`src/rtl/popcount_pattern_gen_if.sv`:
```
// Stream and control bundle for the weight-k pattern generator.
// The generator connects through the slave modport; the driving side uses master.
interface popcount_pattern_gen_if;
    logic       start;
    logic [3:0] weight;
    logic       busy;
    logic       out_valid;
    logic       out_ready;
    logic [7:0] out_data;
    logic       out_last;
    logic       done;
    logic       err;
    logic [6:0] count;

    modport master (
        output start, weight, out_ready,
        input  busy, out_valid, out_data, out_last, done, err, count
    );

    modport slave (
        input  start, weight, out_ready,
        output busy, out_valid, out_data, out_last, done, err, count
    );
endinterface

```
`src/rtl/popcount_pattern_gen.sv`:
```
// Enumerates every 8-bit word of popcount k in ascending order over a
// valid/ready stream, flagging the final word and counting accepted words.
module popcount_pattern_gen (
    input  logic                 clk,
    input  logic                 rst_n,
    popcount_pattern_gen_if.slave bus
);
    typedef enum logic [1:0] {IDLE, SCAN, DRAIN} state_e;

    state_e     state_q, state_d;
    logic [3:0] k_q, k_d;
    logic [7:0] cand_q, cand_d;
    logic       out_valid_q, out_valid_d;
    logic [7:0] out_data_q, out_data_d;
    logic       out_last_q, out_last_d;
    logic       done_q, done_d;
    logic       err_q, err_d;
    logic [6:0] count_q, count_d;

    logic [3:0] cand_weight;
    logic [8:0] ones_mask;
    logic [8:0] last_shifted;
    logic [7:0] last_word;
    logic       match;
    logic       is_last;
    logic       slot_free;
    logic       handshake;
    logic       start_ok;

    always_comb begin
        cand_weight = '0;
        for (int unsigned i = 0; i < 8; i++) begin
            cand_weight = cand_weight + {3'b000, cand_q[i]};
        end
    end

    // Highest word of weight k: k ones packed at the top of the byte.
    always_comb begin
        ones_mask    = (9'd1 << k_q) - 9'd1;
        last_shifted = ones_mask << (4'd8 - k_q);
        last_word    = last_shifted[7:0];
    end

    assign match     = (cand_weight == k_q);
    assign is_last   = (cand_q == last_word);
    assign slot_free = !out_valid_q || bus.out_ready;
    assign handshake = out_valid_q && bus.out_ready;
    assign start_ok  = bus.start && (bus.weight <= 4'd8);

    always_ff @(posedge clk or negedge rst_n) begin
        if (!rst_n) begin
            state_q <= IDLE;
        end else begin
            state_q <= state_d;
        end
    end

    always_comb begin
        state_d = state_q;
        unique case (state_q)
            IDLE:    if (start_ok) state_d = SCAN;
            SCAN:    if (match && slot_free && is_last) state_d = DRAIN;
            DRAIN:   if (handshake) state_d = IDLE;
            default: state_d = IDLE;
        endcase
    end

    always_comb begin
        k_d         = k_q;
        cand_d      = cand_q;
        out_valid_d = out_valid_q;
        out_data_d  = out_data_q;
        out_last_d  = out_last_q;
        done_d      = 1'b0;
        err_d       = 1'b0;
        count_d     = handshake ? count_q + 7'd1 : count_q;

        unique case (state_q)
            IDLE: begin
                if (start_ok) begin
                    k_d     = bus.weight;
                    cand_d  = '0;
                    count_d = '0;
                end else if (bus.start) begin
                    err_d = 1'b1;
                end
            end
            SCAN: begin
                if (match) begin
                    // A matching candidate waits here until the output slot frees up.
                    if (slot_free) begin
                        out_data_d  = cand_q;
                        out_valid_d = 1'b1;
                        out_last_d  = is_last;
                        if (!is_last) cand_d = cand_q + 8'd1;
                    end
                end else begin
                    cand_d = cand_q + 8'd1;
                    if (slot_free) out_valid_d = 1'b0;
                end
            end
            DRAIN: begin
                if (handshake) begin
                    out_valid_d = 1'b0;
                    out_last_d  = 1'b0;
                    done_d      = 1'b1;
                end
            end
            default: ;
        endcase
    end

    always_ff @(posedge clk or negedge rst_n) begin
        if (!rst_n) begin
            k_q         <= '0;
            cand_q      <= '0;
            out_valid_q <= 1'b0;
            out_data_q  <= '0;
            out_last_q  <= 1'b0;
            done_q      <= 1'b0;
            err_q       <= 1'b0;
            count_q     <= '0;
        end else begin
            k_q         <= k_d;
            cand_q      <= cand_d;
            out_valid_q <= out_valid_d;
            out_data_q  <= out_data_d;
            out_last_q  <= out_last_d;
            done_q      <= done_d;
            err_q       <= err_d;
            count_q     <= count_d;
        end
    end

    assign bus.busy      = (state_q != IDLE);
    assign bus.out_valid = out_valid_q;
    assign bus.out_data  = out_data_q;
    assign bus.out_last  = out_last_q;
    assign bus.done      = done_q;
    assign bus.err       = err_q;
    assign bus.count     = count_q;
endmodule

```
`src/flat_wrapper.sv`:
```
// flat-port wrapper written by rule: the top's interface ports become plain ports
module popcount_pattern_gen_flat 
  (clk, rst_n, bus_start, bus_weight, bus_out_ready, bus_busy, bus_out_valid, bus_out_data, bus_out_last, bus_done, bus_err, bus_count);
  popcount_pattern_gen_if bus_i ();
  input  logic clk;
  input  logic rst_n;
  input wire logic [$bits(bus_i.start)-1:0] bus_start;
  input wire logic [$bits(bus_i.weight)-1:0] bus_weight;
  input wire logic [$bits(bus_i.out_ready)-1:0] bus_out_ready;
  output wire logic [$bits(bus_i.busy)-1:0] bus_busy;
  output wire logic [$bits(bus_i.out_valid)-1:0] bus_out_valid;
  output wire logic [$bits(bus_i.out_data)-1:0] bus_out_data;
  output wire logic [$bits(bus_i.out_last)-1:0] bus_out_last;
  output wire logic [$bits(bus_i.done)-1:0] bus_done;
  output wire logic [$bits(bus_i.err)-1:0] bus_err;
  output wire logic [$bits(bus_i.count)-1:0] bus_count;
  assign bus_i.start = bus_start;
  assign bus_i.weight = bus_weight;
  assign bus_i.out_ready = bus_out_ready;
  assign bus_busy = bus_i.busy;
  assign bus_out_valid = bus_i.out_valid;
  assign bus_out_data = bus_i.out_data;
  assign bus_out_last = bus_i.out_last;
  assign bus_done = bus_i.done;
  assign bus_err = bus_i.err;
  assign bus_count = bus_i.count;
  popcount_pattern_gen u_core (.clk(clk), .rst_n(rst_n), .bus(bus_i));
endmodule
```
`config.mk`:
```
export PLATFORM = sky130hd
export DESIGN_NAME = popcount_pattern_gen_flat
export DESIGN_NICKNAME = d
export VERILOG_FILES = /design/src/rtl/popcount_pattern_gen_if.sv /design/src/rtl/popcount_pattern_gen.sv /design/src/flat_wrapper.sv
export SDC_FILE = /design/constraint.sdc
export NUM_CORES = 1
export LEC_CHECK = 0
export CAP_MARGIN = 20
export CORE_AREA = 4 4 79 81
export DETAILED_ROUTE_END_ITERATION = 16
export DIE_AREA = 0 0 83 85
export DONT_BUFFER_PORTS = 1
export PLACE_DENSITY_LB_ADDON = 0.25
export SLEW_MARGIN = 0
export SYNTH_ARGS = -nofsm -noshare
export SYNTH_HDL_FRONTEND = slang
export SYNTH_SLANG_ARGS = --single-unit
```
`constraint.sdc`:
```
create_clock -name clk -period 12.65 [get_ports clk]
set_clock_uncertainty 0.15 [all_clocks]
set_input_delay 1.265 -clock clk [delete_from_list [all_inputs] [get_ports clk]]
set_output_delay 1.265 -clock clk [all_outputs]
set_load 0.01 [all_outputs]
```
==> qor.csv, run 1 <==
stage,metric,value,unit
global_routing,grt-ovfl-total,0,
logic_synthesis,synth_fp_nets,329,
logic_synthesis,synth_top_area_share,0.308,
clocking,cts.sinks,33,
detailed_routing,drtAntennaViolNets,0,
logic_synthesis,ys_warn_count,0,
outcome,outcome,completed,
layout,final_nets,321,
run,maxCapViolCount,0,
setup_path,worst-path-buf-inv,2,
global_routing,grt_max_degree,34,
placement,gp_congestion,0.947,
setup_path,slowest_delay,0.65,ns
layout,antennaDiodeCount,0,
layout,syn_to_final_growth,4.77,%
clocking,path_clk_slew,0.07,ns
detailed_routing,dr_total_vias,2173,
timing,fmaxAchievable,189,MHz
clocking,cts_root_buffer,clkbuf_8,
placement,hpwlAfterDp,4450,um
timing,fin_tns_setup,0,ns
setup_path,crit_family,compound AO/OA/AOI/OAI gates,
global_routing,grt_antenna_before_repair,0,
logic_synthesis,syn-cell-area,0.00268,mm2
clocking,clockBufferDepth,2,
timing,slew_violations,0,
clocking,cts_buffers,5,
setup_path,required,12.68,ns
logic_synthesis,synth_edf_count,0,
floorplan,die_w,83,um
floorplan,dieArea,0.00706,mm2
logic_synthesis,synthTopCellsByArea,"dfrtp_1, ha_1, mux2_2",
logic_synthesis,ys_seq_area_frac,0.308,
clocking,tritoncts,built,
floorplan,rows,27,
detailed_routing,wirelength,5960,um
power,power.leakage,1.23,nW
timing,fin_crit,5.30,ns
floorplan,ios,28,
logic_synthesis,synthFlopType,dfrtp_1,
power,p_switching,0.429,mW
logic_synthesis,synth-seq-cells,33,
logic_synthesis,synthDistinctLibCells,60,
power,power,0.844,mW
power,seqPwrFrac,0.224,
setup_path,start_kind,register,
setup_path,timing.critical_path.mode_cell,ha_1,
layout,nFillCells,523,
detailed_routing,drc,0,
clocking,cts_resized,0,
layout,multi_input_area,0.00169,mm2
clocking,holdBufCountCts,0,
global_routing,grt_pass1_vias,2107,
power,power.density,301,mW/mm2
setup_path,crit_chain,clkinv_1 > ha_1 > ha_1 > nor2b_1 > inv_1 > ha_1 > nor3b_1 > mux2i_1 > a21oi_1 > a211oi_1 > mux2_2 > or4_1 > o41ai_4 > a21o_4 > mux2_4,
clocking,insertion_delay,0.29,ns
global_routing,grtUsageTotal,0.175,
timing,finalSetupViolCount,0,
logic_synthesis,syn_avg_cell_area,8.87,um2
floorplan,fp.dieH,85,um
timing,whs,0.425,ns
detailed_routing,firstDrtPassIters,5,
detailed_routing,viasPerCell,5.92,
min_path,worstHoldPathType,register to register,
logic_synthesis,ys_top_cells_by_count,"dfrtp_1, nor2_1, inv_1, nand2_1, ha_1",
power,switching_share,0.508,
clocking,ctsHtreeMaxLevel,2,
logic_synthesis,syn_inst,302,
setup_path,cp.arrival,5.32,ns
layout,layout-drive-gt1-share,0.0949,
timing,maxSlewHeadroom,0.489,
global_routing,grt_pass1_wl,10300,um
layout,fin_cells,367,
power,p_clk_frac,0.104,
detailed_routing,wl_per_cell,16.2,um
placement,io_buffers,0,
setup_path,worst_path_max_delay_cell,dfrtp_1,
logic_synthesis,synth_largest_area_cell,dfrtp_1,
setup_path,end_kind,register,
power,combPwrFrac,0.673,
floorplan,initial_core_util,0.489,
layout,ff_latch_area,826,um2
power,peakVddDrop,0.135,mV
timing,finalCritPeriodShare,0.419,
logic_synthesis,yosysMostFrequentCell,dfrtp_1,
placement,dp_cells,359,
setup_path,worstPathMaxFanout,15,
clocking,postCtsSetupBuffers,0,
timing,hold_viol_final,0,
setup_path,critical_path_class,register to register,
floorplan,core,0.00547,mm2
power,p_int,0.415,mW
logic_synthesis,async_flop_share,1.00,
detailed_routing,drt_iter0_drc,175,
timing,rsz0062_at_grt,false,
timing,worst_pin_slew,0.759,ns
layout,fin_util,0.513,
## cells by family (layout without fill, tap and decap cells)
group / count (synthesis) / count (layout) / synth area share
AOI/OAI and AO/OA: 69 / 69 / 0.200
xor gates and xnor gates: 13 / 13 / 0.0425
adders and majority gates: 19 / 19 / 0.100
buffers and inverters: 40 / 33 / 0.0603
DFF: 33 / 33 / 0.308
muxes: 19 / 19 / 0.0776
and+or+nand+nor: 109 / 109 / 0.211
## sequential cells by signal, indices dropped and copies added (netlist names), 2 cells and up
signal / flops
u_core.k_q: 4
u_core.state_q: 2
u_core.bus.out_data: 8
u_core.bus.count: 7
u_core.cand_q: 8
## routing by layer
layer	up-vias	share of wire	global-route usage
li1	1074	-	-
met1	1016	0.47	0.237
met2	69	0.46	0.275
met3	14	0.042	0.0311
met4	0	0.024	0.0773
met5	-	0	0
## metrics by stage
step	worst slack [ns]	instance area (um2)
finish	7.35	2810
global route	6.90	2810
CTS	7.41	2810
detailed placement	7.42	2700
global placement	7.55	2700
floorplan	7.98	2680
## worst register-to-register path: cells and delay by family (launching register included)
kind,cells,cell delay [ns]
compound gates,4,1.11
buf+inv,2,0.51
flops,1,0.65
fa+ha+maj,3,0.87
mux,3,0.87
simple gates,3,1.05
## cell type report
| class | instances | share of cell area |
|---|---|---|
| clock buffers | 7 | 0.0343 |
| clock inverters | 1 | 0.00178 |
| well taps | 72 | 0.0321 |
| repair buffers | 1 | 0.00268 |
| multi-input cells | 229 | 0.603 |
| inverters | 24 | 0.0321 |
| flip-flops and latches | 33 | 0.294 |
## power by group through the flow
stage / clock (mW) / combinational, mW / sequential [mW]
CTS: 0.0906 / 0.562 / 0.188
global placement: 0 / 0.555 / 0.189
floorplan: 0 / 0.482 / 0.161
global route: 0.0956 / 0.633 / 0.195
detailed placement: 0 / 0.560 / 0.190
finish: 0.0874 / 0.568 / 0.189
## layout by cell type (no fill, tap or decap), drive strengths merged, types with 4 or more instances in the layout
cell	n
a221oi	4
nand4	7
mux2i	8
nand3	13
nand2b	7
a31oi	4
o22ai	4
dfrtp	33
nor4	4
nor3	9
ha	15
nand2	22
fa	4
a21oi	13
nor2	25
xor2	8
inv	22
a211oi	9
o21ai	5
xnor2	5
mux2	11
nor2b	5
a211o	4
and2	4
clkbuf	7
or4	4
## worst paths after layout
| check | from | end | slack (ns) | depth (start not counted) |
|---|---|---|---|---|
| worst max-delay path | u_core.k_q[0] | u_core.cand_q[0] | 7.35 | 15 |
| max in group asynchronous | rst_n | u_core.bus.out_data[0] | 11.75 | 0 |
| worst min-delay path | u_core.bus.out_last | u_core.bus.out_last | 0.43 | 2 |
| worst min register to register | u_core.bus.out_last | u_core.bus.out_last | 0.43 | 2 |
| worst max register to register | u_core.k_q[0] | u_core.cand_q[0] | 7.35 | 15 |
| min in group asynchronous | rst_n | u_core.bus.count[2] | 0.51 | 0 |
Power figures use the tool's default switching activity.
==> run 2: changes to the inputs <==
==> constraint.sdc (replaced) <==
create_clock -name clk -period 5 [get_ports clk]
set_clock_uncertainty 0.15 [all_clocks]
set_input_delay 0.5 -clock clk [delete_from_list [all_inputs] [get_ports clk]]
set_output_delay 0.5 -clock clk [all_outputs]
set_load 0.01 [all_outputs]
==> qor.csv, run 2 (synthesis gave the netlist of run 1 again) <==
stage,metric,value,unit,change
outcome,outcome,completed,,unchanged
global_routing,grt_pass1_vias,2149,,was 2107
detailed_routing,wl_per_cell,16.1,um,was 16.2 um
floorplan,initial_core_util,0.489,,unchanged
setup_path,end_kind,register,,unchanged
detailed_routing,drtAntennaViolNets,0,,unchanged
timing,fmaxAchievable,214,MHz,was 189 MHz
timing,fin_tns_setup,0,ns,unchanged
detailed_routing,dr_total_vias,2263,,was 2173
floorplan,rows,27,,unchanged
timing,rsz0062_at_grt,false,,unchanged
clocking,ctsHtreeMaxLevel,2,,unchanged
floorplan,dieArea,0.00706,mm2,unchanged
setup_path,critical_path_class,register to register,,unchanged
setup_path,crit_start,u_core.k_q[1],,was u_core.k_q[0]
power,power,2.21,mW,was 0.844 mW
timing,maxSlewHeadroom,0.540,,was 0.489
clocking,cts_buffers,5,,unchanged
global_routing,gr-usage-met1,0.223,,was 0.237
clocking,clockBufferDepth,2,,unchanged
placement,io_buffers,0,,unchanged
global_routing,grt_pass1_wl,10200,um,was 10300 um
detailed_routing,wirelength,6020,um,was 5960 um
layout,syn_to_final_growth,8.27,%,was 4.77%
clocking,cts_resized,0,,unchanged
layout,final_nets,329,,was 321
setup_path,timing.rr.end,u_core.cand_q[0],,unchanged
setup_path,r2r_cells,14,,was 15
global_routing,use_met3,0.0340,,was 0.0311
setup_path,rrSetupSlack,0.33,ns,was 7.35 ns
global_routing,grt-ovfl-total,0,,unchanged
global_routing,grt_max_degree,34,,unchanged
detailed_routing,firstDrtPassIters,5,,unchanged
run,maxCapViolCount,0,,unchanged
layout,nFillCells,512,,was 523
layout,layout_commonest_cell,dfrtp_1,,unchanged
timing,worst_pin_slew,0.686,ns,was 0.759 ns
timing,fin_crit,4.67,ns,was 5.30 ns
timing,hold_viol_final,0,,unchanged
placement,hpwlAfterDp,4570,um,was 4450 um
min_path,min_from,bus_weight[2],,was u_core.bus.out_last
placement,gp_congestion,0.900,,was 0.947
floorplan,ios,28,,unchanged
layout,fin_util,0.530,,was 0.513
global_routing,grt_use_met2,0.292,,was 0.275
floorplan,fp.dieH,85,um,unchanged
min_path,min_delay_worst_endpoint,u_core.k_q[2],,was u_core.bus.out_last
layout,antennaDiodeCount,0,,unchanged
timing,finalSetupViolCount,0,,unchanged
detailed_routing,drc,0,,unchanged
clocking,cts_root_buffer,clkbuf_8,,unchanged
floorplan,core,0.00547,mm2,unchanged
power,power.density,763,mW/mm2,was 301 mW/mm2
setup_path,r2r-start,u_core.k_q[1],,was u_core.k_q[0]
setup_path,required,5.03,ns,was 12.68 ns
global_routing,grt_antenna_before_repair,0,,unchanged
setup_path,start_kind,register,,unchanged
power,power.leakage,1.28,nW,was 1.23 nW
setup_path,cp.arrival,4.70,ns,was 5.32 ns
min_path,worstHoldPathType,input pin to register,,was register to register
placement,place_ws,0.397,ns,was 7.42 ns
layout,layout-drive-gt1-share,0.116,,was 0.0949
global_routing,grtUsageTotal,0.174,,was 0.175
timing,fin_ws,0.331,ns,was 7.35 ns
clocking,tritoncts,built,,unchanged
min_path,holdPathStages,2,,unchanged
clocking,cts.sinks,33,,unchanged
timing,finalCritPeriodShare,0.934,,was 0.419
global_routing,grt-busiest-layer,met2,,unchanged
clocking,path_clk_slew,0.07,ns,about the same
clocking,insertion_delay,0.29,ns,about the same
floorplan,die_w,83,um,unchanged
detailed_routing,viasPerCell,6.03,,was 5.92
power,peakVddDrop,0.345,mV,was 0.135 mV
setup_path,worstPathMaxFanout,8,,was 15
layout,layout_common_cells,"dfrtp_1, nor2_1, inv_1, nand2_1, ha_1",,unchanged
detailed_routing,drt_iter0_drc,142,,was 175
timing,slew_violations,0,,unchanged
[run 2: where the power goes]
part / internal, mW / switching (mW)
combinational: 0.628 / 0.872
clock: 0.162 / 0.103
sequential: 0.336 / 0.112
[run 2: through the flow]
stage                     area [um2]  instances  hold WS [ns]
after global placement          2750        365        0.0550
after global routing            2900        375         0.174
final                           2900        375         0.181
after CTS                       2900        375         0.184
after detailed placement        2750        365        0.0550
after floorplan                 2680        302        0.0544
[run 2: worst max-delay path, stage by stage (launching register included)]
cell and delay [ns]:
dfrtp_1 0.47, inv_1 0.13, ha_1 0.17, ha_1 0.30, nor2b_1 0.30, inv_1 0.08, ha_1 0.30, nor2b_1 0.14
a211oi_1 0.59, nand3_1 0.15, o22a_1 0.20, or4_1 0.59, o41ai_4 0.46, a21o_4 0.24, mux2_4 0.29
[run 2: final cells by class]
type                    instances  area (um2)  share of cell area
well taps                      72        90.1              0.0311
inverters                      24        90.1              0.0311
flip-flops and latches         33         826               0.285
repair buffers                  9        82.6              0.0285
clock inverters                 2        37.5              0.0129
multi-input cells             229        1690               0.583
clock buffers                   6        82.6              0.0285
[run 2: how the worst max path moves through the flow]
stage / endpoint / slack (ns) / cells past startpoint
after floorplan: u_core.cand_q[0] / 0.33 / 16
after global placement: u_core.cand_q[0] / 0.52 / 16
after detailed placement: u_core.cand_q[0] / 0.40 / 16
after CTS: u_core.cand_q[0] / 0.38 / 14
after global routing: u_core.cand_q[0] / 0.07 / 16
final: u_core.cand_q[0] / 0.33 / 14
[run 2: per-layer routing]
metal / share of wire / wire (um)
met2: 0.50 / 2990
met3: 0.050 / 300
met5: 0 / 0
met1: 0.44 / 2620
met4: 0.019 / 112
[run 2: repair_timing]
item / 4_1_cts / 5_1_grt
endpoints found under the hold margin: 33 / 0
hold buffers: 2 / 0
buffers inserted: 0 / 0
==> run 3: changes to the inputs <==
--- a/config.mk
+++ b/config.mk
@@ -5,7 +5,6 @@
 export SDC_FILE = /design/constraint.sdc
 export NUM_CORES = 1
 export LEC_CHECK = 0
-export CAP_MARGIN = 20
 export CORE_AREA = 4 4 79 81
 export DETAILED_ROUTE_END_ITERATION = 16
 export DIE_AREA = 0 0 83 85
==> results of run 3 <==
Same layout as run 2: the final DEF is identical, and so are final timing and power.
